<file path="config.mk">
export PLATFORM = sky130hd
export DESIGN_NAME = transmitter
export DESIGN_NICKNAME = d
export VERILOG_FILES = /design/src/rtl/logip_pkg.sv /design/src/rtl/uart_tx_byte.sv /design/src/rtl/transmitter.sv
export SDC_FILE = /design/constraint.sdc
export NUM_CORES = 1
export LEC_CHECK = 0
export BUFFER_PORTS_ARGS = -buffer_cell sky130_fd_sc_hd__clkbuf_2
export CELL_PAD_IN_SITES_DETAIL_PLACEMENT = 0
export CELL_PAD_IN_SITES_GLOBAL_PLACEMENT = 2
export CORE_UTILIZATION = 25
export CTS_BUF_LIST = sky130_fd_sc_hd__clkbuf_4 sky130_fd_sc_hd__clkbuf_8
export CTS_CLUSTER_SIZE = 12
export DETAILED_ROUTE_END_ITERATION = 12
export PLACE_DENSITY = 0.57
export RECOVER_POWER = 50
export SLEW_MARGIN = 20
export SYNTH_ARGS = -nofsm -noshare
export SYNTH_HDL_FRONTEND = slang
export SYNTH_SLANG_ARGS = --single-unit
</file>
<file path="constraint.sdc">
create_clock -name clk_i -period 6.5 [get_ports clk_i]
set_input_delay 0.325 -clock clk_i [delete_from_list [all_inputs] [get_ports clk_i]]
set_output_delay 0.325 -clock clk_i [all_outputs]
set_load 0.01 [all_outputs]
</file>
<file path="src/rtl/logip_pkg.sv">
// logip_pkg: shared states, constants and helpers for the logic-analyzer serial back-end
package logip_pkg;
  typedef enum logic [2:0] {IDLE, PAUSE, START, DATA, STOP} tx_state_t;
  localparam int UART_DATA_BITS = 8;
  localparam int TX_MAX_BYTES = 4;
  function automatic logic [2:0] clamp_width(input logic [2:0] w);
    return (w > 3'(TX_MAX_BYTES)) ? 3'(TX_MAX_BYTES) : w;
  endfunction
endpackage

</file>
<file path="src/rtl/uart_tx_byte.sv">
// uart_tx_byte: one 8N1 frame per strobe, LSB first, done_o pulses on the last stop-bit cycle
module uart_tx_byte
  import logip_pkg::*;
#(
  parameter int CLK_PER_BIT = 868
) (
  input  logic       clk_i,
  input  logic       rst_in,
  input  logic       stb_i,
  input  logic [7:0] byte_i,
  output logic       busy_o,
  output logic       done_o,
  output logic       tx_o
);
  localparam int CW = $clog2(CLK_PER_BIT);
  tx_state_t state_q, state_d;
  logic [CW-1:0] cnt_q, cnt_d;
  logic [2:0] bit_q, bit_d;
  logic [9:0] sh_q, sh_d;
  logic tick;
  assign tick = cnt_q == CW'(CLK_PER_BIT - 1);
  assign busy_o = state_q != IDLE;
  assign done_o = state_q == STOP && tick;
  assign tx_o = sh_q[0];
  // the shifter fills with ones, so the line rests high once the stop bit has gone out
  always_comb begin
    state_d = state_q;
    cnt_d = cnt_q;
    bit_d = bit_q;
    sh_d = sh_q;
    if (stb_i) begin
      state_d = START;
      cnt_d = '0;
      bit_d = '0;
      sh_d = {1'b1, byte_i, 1'b0};
    end else if (busy_o && tick) begin
      cnt_d = '0;
      sh_d = {1'b1, sh_q[9:1]};
      bit_d = state_q == DATA ? bit_q + 3'd1 : '0;
      state_d = state_q == START ? DATA :
                (state_q == DATA && bit_q != 3'(UART_DATA_BITS - 1)) ? DATA :
                state_q == DATA ? STOP : IDLE;
    end else if (busy_o) begin
      cnt_d = cnt_q + CW'(1);
    end
  end
  always_ff @(posedge clk_i) begin
    if (!rst_in) begin
      state_q <= IDLE;
      cnt_q <= '0;
      bit_q <= '0;
      sh_q <= '1;
    end else begin
      state_q <= state_d;
      cnt_q <= cnt_d;
      bit_q <= bit_d;
      sh_q <= sh_d;
    end
  end
endmodule

</file>
<file path="src/rtl/transmitter.sv">
// transmitter: sends a 1-4 byte word LSB first as back-to-back 8N1 frames with xon/xoff pausing
module transmitter
  import logip_pkg::*;
#(
  parameter int CLK_PER_BIT = 868,
  parameter int WIDTH = 32
) (
  input  logic             clk_i,
  input  logic             rst_in,
  input  logic [WIDTH-1:0] data_i,
  input  logic [2:0]       width_i,
  input  logic             stb_i,
  input  logic             xon_i,
  input  logic             xoff_i,
  output logic             rdy_o,
  output logic             tx_o
);
  tx_state_t state_q, state_d;
  logic [WIDTH-1:0] data_q, data_d;
  logic [2:0] width_q, width_d;
  logic [1:0] idx_q, idx_d;
  logic paused_q, paused_d;
  logic accept, last, done, busy, byte_stb;
  logic [7:0] byte_sel;
  assign rdy_o = state_q == IDLE;
  assign accept = rdy_o && stb_i && width_i != 3'd0;
  assign last = {1'b0, idx_q} + 3'd1 == width_q;
  // START here covers the whole frame in flight; the byte engine tracks the bit phases
  always_comb begin
    state_d = state_q;
    data_d = data_q;
    width_d = width_q;
    idx_d = idx_q;
    paused_d = xoff_i ? 1'b1 : xon_i ? 1'b0 : paused_q;
    byte_stb = 1'b0;
    if (accept) begin
      data_d = data_i;
      width_d = clamp_width(width_i);
      idx_d = '0;
      state_d = paused_q ? PAUSE : START;
      byte_stb = !paused_q;
    end else if (state_q == PAUSE && !paused_q && !busy) begin
      state_d = START;
      byte_stb = 1'b1;
    end else if (state_q == START && done) begin
      idx_d = last ? idx_q : idx_q + 2'd1;
      state_d = last ? IDLE : paused_q ? PAUSE : START;
      byte_stb = !last && !paused_q;
    end
    byte_sel = accept ? data_i[7:0] : data_q[{idx_d, 3'b000} +: 8];
  end
  always_ff @(posedge clk_i) begin
    if (!rst_in) begin
      state_q <= IDLE;
      data_q <= '0;
      width_q <= '0;
      idx_q <= '0;
      paused_q <= 1'b0;
    end else begin
      state_q <= state_d;
      data_q <= data_d;
      width_q <= width_d;
      idx_q <= idx_d;
      paused_q <= paused_d;
    end
  end
  uart_tx_byte #(.CLK_PER_BIT(CLK_PER_BIT)) u_byte (
    .clk_i (clk_i),
    .rst_in(rst_in),
    .stb_i (byte_stb),
    .byte_i(byte_sel),
    .busy_o(busy),
    .done_o(done),
    .tx_o  (tx_o)
  );
endmodule

</file>
==> results of run 1 <==
-- kinds of logic (layout without fill, tap and decap cells) --
group	Yosys count	after routing
AOI/OAI and AO/OA	100	100
xor gates and xnor gates	13	13
adders and majority gates	4	4
buffers and inverters	26	65
DFF	65	65
muxes	10	10
and+or+nand+nor	152	152
-- area by class of cell --
class	instances	area share
clock inverter	3	0.004090
inverter	4	0.004090
timing repair buffer	45	0.06237
clock buffer	13	0.04533
sequential	65	0.3545
multi-input combinational	279	0.4724
tap	168	0.05726
-- layout by cell type, fill, tap and decap left out, types with 4 or more instances in the layout --
| cell type | Yosys | routed |
|---|---|---|
| o211a_1 | 8 | 8 |
| nor2b_1 | 4 | 4 |
| nand2_1 | 79 | 79 |
| and2_1 | 6 | 6 |
| clkbuf_2 | 0 | 39 |
| a21oi_1 | 14 | 14 |
| o221ai_1 | 7 | 7 |
| o21ai_0 | 13 | 13 |
| nand3_1 | 12 | 12 |
| nor3_1 | 6 | 6 |
| ha_1 | 4 | 4 |
| nor2_1 | 26 | 26 |
| xor2_1 | 7 | 7 |
| mux2i_1 | 6 | 6 |
| o22ai_1 | 6 | 6 |
| dfxtp_1 | 65 | 65 |
| clkbuf_8 | 0 | 11 |
| xnor2_1 | 6 | 6 |
| a21boi_0 | 36 | 36 |
| nor3b_1 | 4 | 4 |
| o31ai_1 | 7 | 6 |
-- power breakdown --
part	internal [mW]	total, mW	leakage [nW]	switching, mW
combinational	0.0457	0.113	0.752	0.0668
clock	0.166	0.321	0.100	0.155
sequential	0.424	0.440	0.531	0.0161
total	0.635	0.874	1.38	0.238
-- Yosys cell counts (all sizes together), types with 2 or more instances --
cell type / instances / area share
and2: 6 / 0.012
a22oi: 3 / 0.0072
mux2i: 7 / 0.026
nor3: 7 / 0.015
o22ai: 6 / 0.012
xnor2: 6 / 0.017
nand3: 12 / 0.019
nor3b: 4 / 0.0096
clkbuf: 17 / 0.020
o211a: 8 / 0.026
o221ai: 7 / 0.020
nand2b: 3 / 0.0060
nor4: 2 / 0.0040
ha: 4 / 0.016
buf: 5 / 0.012
xor2: 7 / 0.020
inv: 3 / 0.0036
dfxtp: 65 / 0.42
nand2: 79 / 0.095
or3: 3 / 0.0060
and3: 2 / 0.0040
a21boi: 36 / 0.086
nor2b: 4 / 0.0080
nor2: 26 / 0.031
o21ai: 14 / 0.026
o31ai: 8 / 0.021
o31a: 2 / 0.0056
a21oi: 14 / 0.022
mux4: 2 / 0.014
-- flip-flops by register name (all words and copies together), names as in the netlist --
name / flops
data_q: 32
idx_q: 2
paused_q: 1
state_q: 2
u_byte.bit_q: 3
u_byte.cnt_q: 10
u_byte.sh_q: 9
u_byte.state_q: 3
width_q: 3
-- through the flow --
| step | instance area (um^2) | hold WS, ns |
|---|---|---|
| after floorplan | 3131 | 0.4356 |
| after global placement | 3496 | 0.4491 |
| after detailed placement | 3496 | 0.4535 |
| after CTS | 3677 | 0.1477 |
| after global routing | 3671 | 0.1639 |
| final | 3671 | 0.1738 |
-- worst register-to-register path, cell delays in order, from the launching register on --
cell and delay [ns]:
dfxtp_1 0.39, nor3b_1 0.15, o31ai_4 0.07, clkbuf_1 1.50, o21ai_0 0.27, mux2i_1 0.63
nor2_1 0.09, o31ai_1 0.27
-- worst max-delay path by stage --
stage	to	from	depth (start not counted)
after global routing	u_byte.sh_q[3]	state_q[1]	7
after detailed placement	u_byte.sh_q[3]	idx_q[0]	7
after global placement	u_byte.sh_q[2]	idx_q[0]	7
after floorplan	u_byte.sh_q[1]	idx_q[1]	9
final	u_byte.sh_q[3]	state_q[1]	7
after CTS	u_byte.sh_q[3]	idx_q[0]	7
-- metal layers --
metal  vias to the layer above  track usage  routed length [um]
met1                      1243       0.1800                4167
met5                         -            0                   0
met4                         0      0.04416                  70
li1                       1369            -                   -
met2                        46       0.2150                3639
met3                         4      0.04835                 392
==> run metrics, run 1 <==
status finished with violations; failing checks max-capacitance violations, max-slew violations; register area share after synthesis 0.4157; CTS max path bufs 2; Fin Setup TNS 0 ns; post-layout minimum cycle time 3.482 ns; synthesis-stage register bit count 65; fmax 287.2 MHz; Post-CTS Setup Bufs 0; Clock Skew 0.01069 ns; root buf cell clkbuf_8; Hold Startpoint xoff_i; crit-path max cell delay 1.50 ns; Final Wtd Congestion 0.7139; layout filler cell count 1338; slew margin rel. -0.3891; Critical Path Slowest Stage Cell clkbuf_1; CP Class register to register; first-pass GRT wire length 13.50 mm; final core utilization 0.3031; WP data arrival 3.74 ns; pwr dens 238.0 nW/um^2; Iter 0 DRT Violations 141; Worst-path clk slew 0.07 ns; Initial Utilization 0.2585; via/cell ratio 4.614; fin worst setup slack 3.018 ns; die width 113.9 um; VDD IR max 0.1038 mV; ANT nets after route 0; core region area 12110 um^2; CTS H-tree lvls 3; post-synthesis cell type count 43; adder-cell area share of the yosys netlist 0.01599; HPWL Detailed 5.571 mm; Syn. warnings 0; Post-Synth Simple-Gate Area 0.2202; Hold-fix buffers, CTS 0; final count of hold timing violations 0; reg-to-reg startpoint state_q[1]; worst r2r dst u_byte.sh_q[3]; P_leak 1.383 nW; Tightest Pin Transition 2.084 ns; PostCTS Resize Cnt 0; clk_lat worst skew 0.35 ns; largest family of logic cells by synthesized area compound AO/OA/AOI/OAI gates; crit path cell chain nor3b_1 -> o31ai_4 -> clkbuf_1 -> o21ai_0 -> mux2i_1 -> nor2_1 -> o31ai_1; DRC 0; Hold Crit Class input pin to register; Layout Nets 448; post-route insts no fill 577; max-capacitance violation count 1; WP data required 6.76 ns; Worst path top cell family by delay buffers and inverters; DIE AREA 12970 um^2; wire length per cell 14.33 um; initial antenna violation count 0; mapped cell area 3131 um^2; worst reg2reg setup slack 3.02 ns; top-level I/O count 42; period utilisation layout 0.5358; antenna cell count 0; total CTS buffers 9; syn avg cell area 8.461 um^2; CP bufs+invs 1; total power 873.8 uW; total global routing overflow 0; Global Route Usage Sum 0.1386; mux cell area share after synthesis 0.04436; Crit. End Element register; register area 1301 um^2; vias in the first global route 2567; TritonCTS Sinks 65; count of pins over their slew limit 45; total wire length 8.269 mm; Placement Setup Slack 3.482 ns; CTS tree done; XOR/XNOR share of the synthesized area 0.03637; WHS Path Cells 2; FP Rows 40; layout cells sized above 1 0.1638; syn_nets 414; asr flop ratio synth 0; largest net degree at the start of global routing 52; dpl cells 561; RSZ-0062 raised after global routing no; Reg2Reg Depth 7; die height 113.9 um; startpoint types register; Post-synth EDFFs 0; DR pass1 iterations 4; Synth Instances 370; Synth-to-Final Area Change 17.27%; IO Port Bufs 41; area of the multi-input gates 1734 um^2; Post-synth top flop dfxtp_1; final setup violation count 0; Critical Path Fanout Max 44; routed via count 2662; Synth Area in Compound Gates 0.2306; Worst Hold End paused_q
No activity file was read; power rests on OpenSTA's default activity.
==> run 2, diff against run 1 <==
- PLACE_DENSITY: 0.57 -> 0.59
- clock period: 6.5 -> 2.9 ns (I/O delays scaled with it)
==> run 2 against run 1 <==
  * The flow now finishes without violations
  * Via count up 0.15%
  * Sequential share of layout area down 1.2 points
  * Fmax up 25%
  * Clock power up 140%
  * Design area up 3.4%
  * Utilization up 1.0 points
  * Cell count up 2.6%
  * Worst setup slack worse by 2.9 ns
  * Sequential power up 120%
  * Critical path type unchanged
  * Largest cell class unchanged
==> run metrics, run 2 (same netlist as run 1, synthesis figures left out) <==
register area 1301 um^2 (unchanged); Synth-to-Final Area Change 21.26% (was 17.27%); HPWL Detailed 5.701 mm (was 5.571 mm); count of pins over their slew limit 0 (was 45); via/cell ratio 4.503 (was 4.614); area of the multi-input gates 1725 um^2 (was 1734 um^2); post-route insts no fill 592 (was 577); first-pass GRT wire length 13.92 mm (was 13.50 mm); DR pass1 iterations 4 (unchanged); routed via count 2666 (was 2662); Global Route Usage Sum 0.1419 (was 0.1386); Fin Setup TNS 0 ns (unchanged); total global routing overflow 0 (unchanged); layout filler cell count 1358 (was 1338); total wire length 8.281 mm (was 8.269 mm); Worst-path clk slew 0.07 ns (about the same); CTS tree done (unchanged); clk_lat worst skew 0.36 ns (was 0.35 ns); Top Registers data_q (32), u_byte.cnt_q (10), u_byte.sh_q (9) (unchanged); TritonCTS Sinks 65 (unchanged); commonest non-fill, non-tap cells in the layout 79 x nand2_1, 65 x dfxtp_1, 40 x clkbuf_2 (was 79 x nand2_1, 65 x dfxtp_1, 39 x clkbuf_2); VDD IR max 0.1722 mV (was 0.1038 mV); Hold Slack 0.01653 ns (was 0.1738 ns); CP Class register to register (unchanged); Hold-fix buffers, CTS 7 (was 0); final setup violation count 0 (unchanged); CTS max path bufs 2 (unchanged); root buf cell clkbuf_8 (unchanged); WP data arrival 3.04 ns (was 3.74 ns); CTS H-tree lvls 3 (unchanged); DIE AREA 12970 um^2 (unchanged); startpoint types register (unchanged); antenna cell count 0 (unchanged); Layout Nets 464 (was 448); IO Port Bufs 41 (unchanged); WP data required 3.14 ns (was 6.76 ns); Tightest Pin Transition 1.151 ns (was 2.084 ns); max-capacitance violation count 0 (was 1); RSZ-0062 raised after global routing no (unchanged); P_leak 1.444 nW (was 1.383 nW); wire length per cell 13.99 um (was 14.33 um); fmax 358.2 MHz (was 287.2 MHz); die width 113.9 um (unchanged); FP Rows 40 (unchanged); Final Wtd Congestion 0.7367 (was 0.7139); largest net degree at the start of global routing 52 (unchanged); pwr dens 528.6 nW/um^2 (was 238.0 nW/um^2); Post-CTS Setup Bufs 0 (unchanged); Clock Skew 0.009941 ns (was 0.01069 ns); Crit. End Element register (unchanged); dpl cells 570 (was 561); post-layout minimum cycle time 2.792 ns (was 3.482 ns); slew margin rel. 0.2283 (was -0.3891); core region area 12110 um^2 (unchanged); status finished clean (was finished with violations); vias in the first global route 2645 (was 2567); PostCTS Resize Cnt 0 (unchanged); DRC 0 (unchanged); Hold Crit Class input pin to register (unchanged); ANT nets after route 0 (unchanged); most flop-heavy register data_q (unchanged); initial antenna violation count 0 (unchanged); commonest non-fill, non-tap cell in the layout nand2_1 (unchanged); top-level I/O count 42 (unchanged); final count of hold timing violations 0 (unchanged); Critical Path Fanout Max 10 (was 44); total CTS buffers 9 (unchanged); Iter 0 DRT Violations 165 (was 141); layout cells sized above 1 0.1745 (was 0.1638); number of flip-flops in the largest register 32 (unchanged); worst reg2reg setup slack 0.11 ns (was 3.02 ns); period utilisation layout 0.9626 (was 0.5358); Initial Utilization 0.2585 (unchanged); die height 113.9 um (unchanged)
run 2: critical path, cell delays in order, from the launching register on:
cell	delay, ns
dfxtp_1	0.36
ha_1	0.22
nand4bb_1	0.18
or3_1	0.45
buf_4	0.20
nor3_4	0.42
mux2_2	0.46
o22ai_1	0.30
o31ai_1	0.10
run 2: power breakdown:
group / switching (mW) / internal [mW] / leakage, nW
logic: 0.151 / 0.113 / 0.822
clock network: 0.368 / 0.387 / 0.0909
registers: 0.0379 / 0.950 / 0.531
run 2: path summary, 6_finish.rpt:
kind                                      start         endpoint  cells after the start
worst min register to register  u_byte.bit_q[1]  u_byte.bit_q[1]                      2
worst min-delay path                 data_i[21]       data_q[21]                      3
worst max-delay path            u_byte.cnt_q[0]   u_byte.sh_q[2]                      8
worst max register to register  u_byte.cnt_q[0]   u_byte.sh_q[2]                      8
run 2: metrics by stage:
stage / power (mW) / cell area [um^2] / util / worst slack, ns
2_1_floorplan: 1.171 / 3131 / - / 0.5079
3_3_place_gp: 1.276 / 3563 / 0.2942 / 0.2810
3_5_place_dp: 1.277 / 3563 / 0.2942 / 0.2340
4_1_cts: 2.059 / 3817 / 0.3152 / 0.1752
5_1_grt: 2.131 / 3796 / 0.3134 / 0.02252
6_report: 2.007 / 3796 / 0.3134 / 0.1085
run 2: routing by layer:
metal	GRT usage	vias up	part of all wire
met5	0	-	0
met1	0.1937	1220	0.54
li1	-	1397	-
met3	0.04357	10	0.034
met2	0.2061	39	0.41
met4	0.05974	0	0.015
run 2: final cells by class:
cell class                 count  share of cell area
multi-input combinational    279              0.4545
sequential                    65              0.3428
timing repair buffer          61             0.09492
tap                          168             0.05537
clock buffer                   9             0.03263
clock inverter                 6             0.01582
inverter                       4            0.003955
==> run 3, diff against run 2 <==
- PLACE_DENSITY: 0.59 -> 0.57
- clock period: 2.9 -> 2.6 ns (I/O delays scaled with it)
==> run 3 against run 2 <==
  * Worst setup slack improved by 0.028 ns
  * Total power increased by 21%
  * Register-to-register slack better by 0.03 ns
  * Utilization grew 2.6 points
  * Largest power group unchanged
==> run metrics, run 3 (same netlist as run 1, synthesis figures left out) <==
status finished clean (unchanged); worst reg2reg setup slack 0.14 ns (was 0.11 ns); Worst path top cell family by delay simple AND/OR/NAND/NOR gates (unchanged); final setup violation count 0 (unchanged); first-pass GRT wire length 14.77 mm (was 13.92 mm); P_leak 1.581 nW (was 1.444 nW); max-capacitance violation count 0 (unchanged); Worst-path clk slew 0.08 ns (was 0.07 ns); die height 113.9 um (unchanged); Synth-to-Final Area Change 31.29% (was 21.26%); antenna cell count 0 (unchanged); die width 113.9 um (unchanged); number of flip-flops in the largest register 32 (unchanged); routed via count 2864 (was 2666); NetSw 669.3 uW (was 557.3 uW); pwr dens 590.9 nW/um^2 (was 528.6 nW/um^2); slew margin rel. 0.09200 (was 0.2283); worst r2r dst u_byte.sh_q[7] (was u_byte.sh_q[2]); TritonCTS Sinks 65 (unchanged); Comb pwr share 0.135 (was 0.131); Critical Path Fanout Max 10 (unchanged); commonest non-fill, non-tap cell in the layout nand2_1 (unchanged); crit path cell chain ha_2 -> nand4bb_1 -> or3_4 -> buf_4 -> nor3_4 -> mux2_2 -> o21ai_0 -> o31ai_2 (was ha_1 -> nand4bb_1 -> or3_1 -> buf_4 -> nor3_4 -> mux2_2 -> o22ai_1 -> o31ai_1); largest net degree at the start of global routing 43 (was 52); VDD IR max 0.3474 mV (was 0.1722 mV); internal power 1.759 mW (was 1.449 mW); Iter 0 DRT Violations 165 (unchanged); Initial Utilization 0.2585 (unchanged); Critical Path Slowest Stage Cell mux2_2 (unchanged); WP data required 2.86 ns (was 3.14 ns); Fin Setup TNS 0 ns (unchanged); Global Route Usage Sum 0.1501 (was 0.1419); clock power share 0.410 (was 0.376); CP bufs+invs 1 (unchanged); Clock Skew 0.007829 ns (was 0.009941 ns); HPWL Detailed 6.105 mm (was 5.701 mm); Reg2Reg Depth 8 (unchanged); IO Port Bufs 41 (unchanged); total wire length 8.753 mm (was 8.281 mm); clk_lat worst skew 0.37 ns (was 0.36 ns); Top Registers data_q (32), u_byte.cnt_q (10), u_byte.sh_q (9) (unchanged); reg-to-reg startpoint u_byte.cnt_q[0] (unchanged); CTS max path bufs 2 (unchanged); CTS H-tree lvls 3 (unchanged); layout filler cell count 1332 (was 1358); Worst Hold End data_q[11] (was data_q[21]); count of pins over their slew limit 0 (unchanged); DRC 0 (unchanged); Hold Slack 0.01952 ns (was 0.01653 ns); initial antenna violation count 0 (unchanged); final core utilization 0.3394 (was 0.3134); via/cell ratio 4.619 (was 4.503); fmax 405.9 MHz (was 358.2 MHz); total global routing overflow 0 (unchanged); Hold Crit Class input pin to register (unchanged); crit-path max cell delay 0.45 ns (was 0.46 ns); Crit. End Element register (unchanged); WHS Path Cells 3 (unchanged); Tightest Pin Transition 1.354 ns (was 1.151 ns); period utilisation layout 0.9475 (was 0.9626); root buf cell clkbuf_8 (unchanged); Seq pwr share 0.454 (was 0.492); Final Wtd Congestion 0.7200 (was 0.7367); Sw Ratio 0.2756 (was 0.2777); layout cells sized above 1 0.1858 (was 0.1745); Layout Nets 491 (was 464); ANT nets after route 0 (unchanged); startpoint types register (unchanged); WP data arrival 2.72 ns (was 3.04 ns); RSZ-0062 raised after global routing no (unchanged); commonest non-fill, non-tap cells in the layout 79 x nand2_1, 65 x dfxtp_1, 40 x clkbuf_2 (unchanged); vias in the first global route 2833 (was 2645); core region area 12110 um^2 (unchanged); DIE AREA 12970 um^2 (unchanged); total CTS buffers 9 (unchanged); CTS tree done (unchanged); CP Class register to register (unchanged); Hold Startpoint data_i[11] (was data_i[21]); FP Rows 40 (unchanged); final count of hold timing violations 0 (unchanged); most flop-heavy register data_q (unchanged); wire length per cell 14.12 um (was 13.99 um); top-level I/O count 42 (unchanged); post-layout minimum cycle time 2.464 ns (was 2.792 ns); DR pass1 iterations 4 (unchanged)
run 3: final cells by class:
type | count | area, um^2 | area share
Sequential cell | 65 | 1301 | 0.3166
Tap cell | 168 | 210.2 | 0.05114
Clock inverter | 7 | 102.6 | 0.02496
Multi-Input combinational cell | 279 | 1738 | 0.4228
Inverter | 4 | 15.01 | 0.003653
Timing Repair Buffer | 88 | 619.3 | 0.1507
Clock buffer | 9 | 123.9 | 0.03014
run 3: timing repair:
item,4_1_cts,5_1_grt
buffers inserted,0,2
hold buffers,26,0
setup endpoints to repair,0,7
gates resized for setup,0,5
endpoints found under the hold margin,26,0
run 3: worst max-delay path by stage:
stage | end | cells past startpoint | slack [ns] | from
floorplan | u_byte.sh_q[1] | 9 | 0.21 | idx_q[1]
global placement | u_byte.sh_q[7] | 8 | 0.1 | u_byte.cnt_q[0]
detailed placement | u_byte.sh_q[7] | 8 | 0.06 | u_byte.cnt_q[0]
CTS | u_byte.sh_q[4] | 8 | 0.02 | u_byte.cnt_q[0]
global route | u_byte.sh_q[3] | 10 | 0.005 | u_byte.cnt_q[0]
finish | u_byte.sh_q[7] | 8 | 0.14 | u_byte.cnt_q[0]
run 3: power by group through the flow:
stage	clock network (mW)	logic, mW	registers, mW
after floorplan	0	0.195	1.11
after global placement	0	0.313	1.13
after detailed placement	0	0.315	1.13
after CTS	1.04	0.345	1.10
after global routing	1.08	0.374	1.11
final	0.996	0.329	1.10
run 3: metrics by stage:
step | setup WS, ns | cells | cell area (um^2) | total power, mW
after floorplan | 0.2079 | 370 | 3131 | 1.306
after global placement | 0.09777 | 576 | 3621 | 1.442
after detailed placement | 0.05562 | 576 | 3621 | 1.442
after CTS | 0.02147 | 618 | 4108 | 2.493
after global routing | 0.005269 | 620 | 4110 | 2.570
final | 0.1364 | 620 | 4110 | 2.429
run 3: worst register-to-register path, delay by kind of cell, from the launching register on:
family	cells	cell delay [ns]
flops	1	0.37
mux	1	0.45
buf+inv	1	0.19
compound gates	2	0.34
fa+ha+maj	1	0.21
simple gates	3	0.81
run 3: routing by layer:
metal / global-route usage / up-vias / wire length, um
li1: - / 1458 / -
met1: 0.1938 / 1349 / 4370
met2: 0.2358 / 49 / 3899
met3: 0.04942 / 8 / 374
met4: 0.04935 / 0 / 109
met5: 0 / - / 0
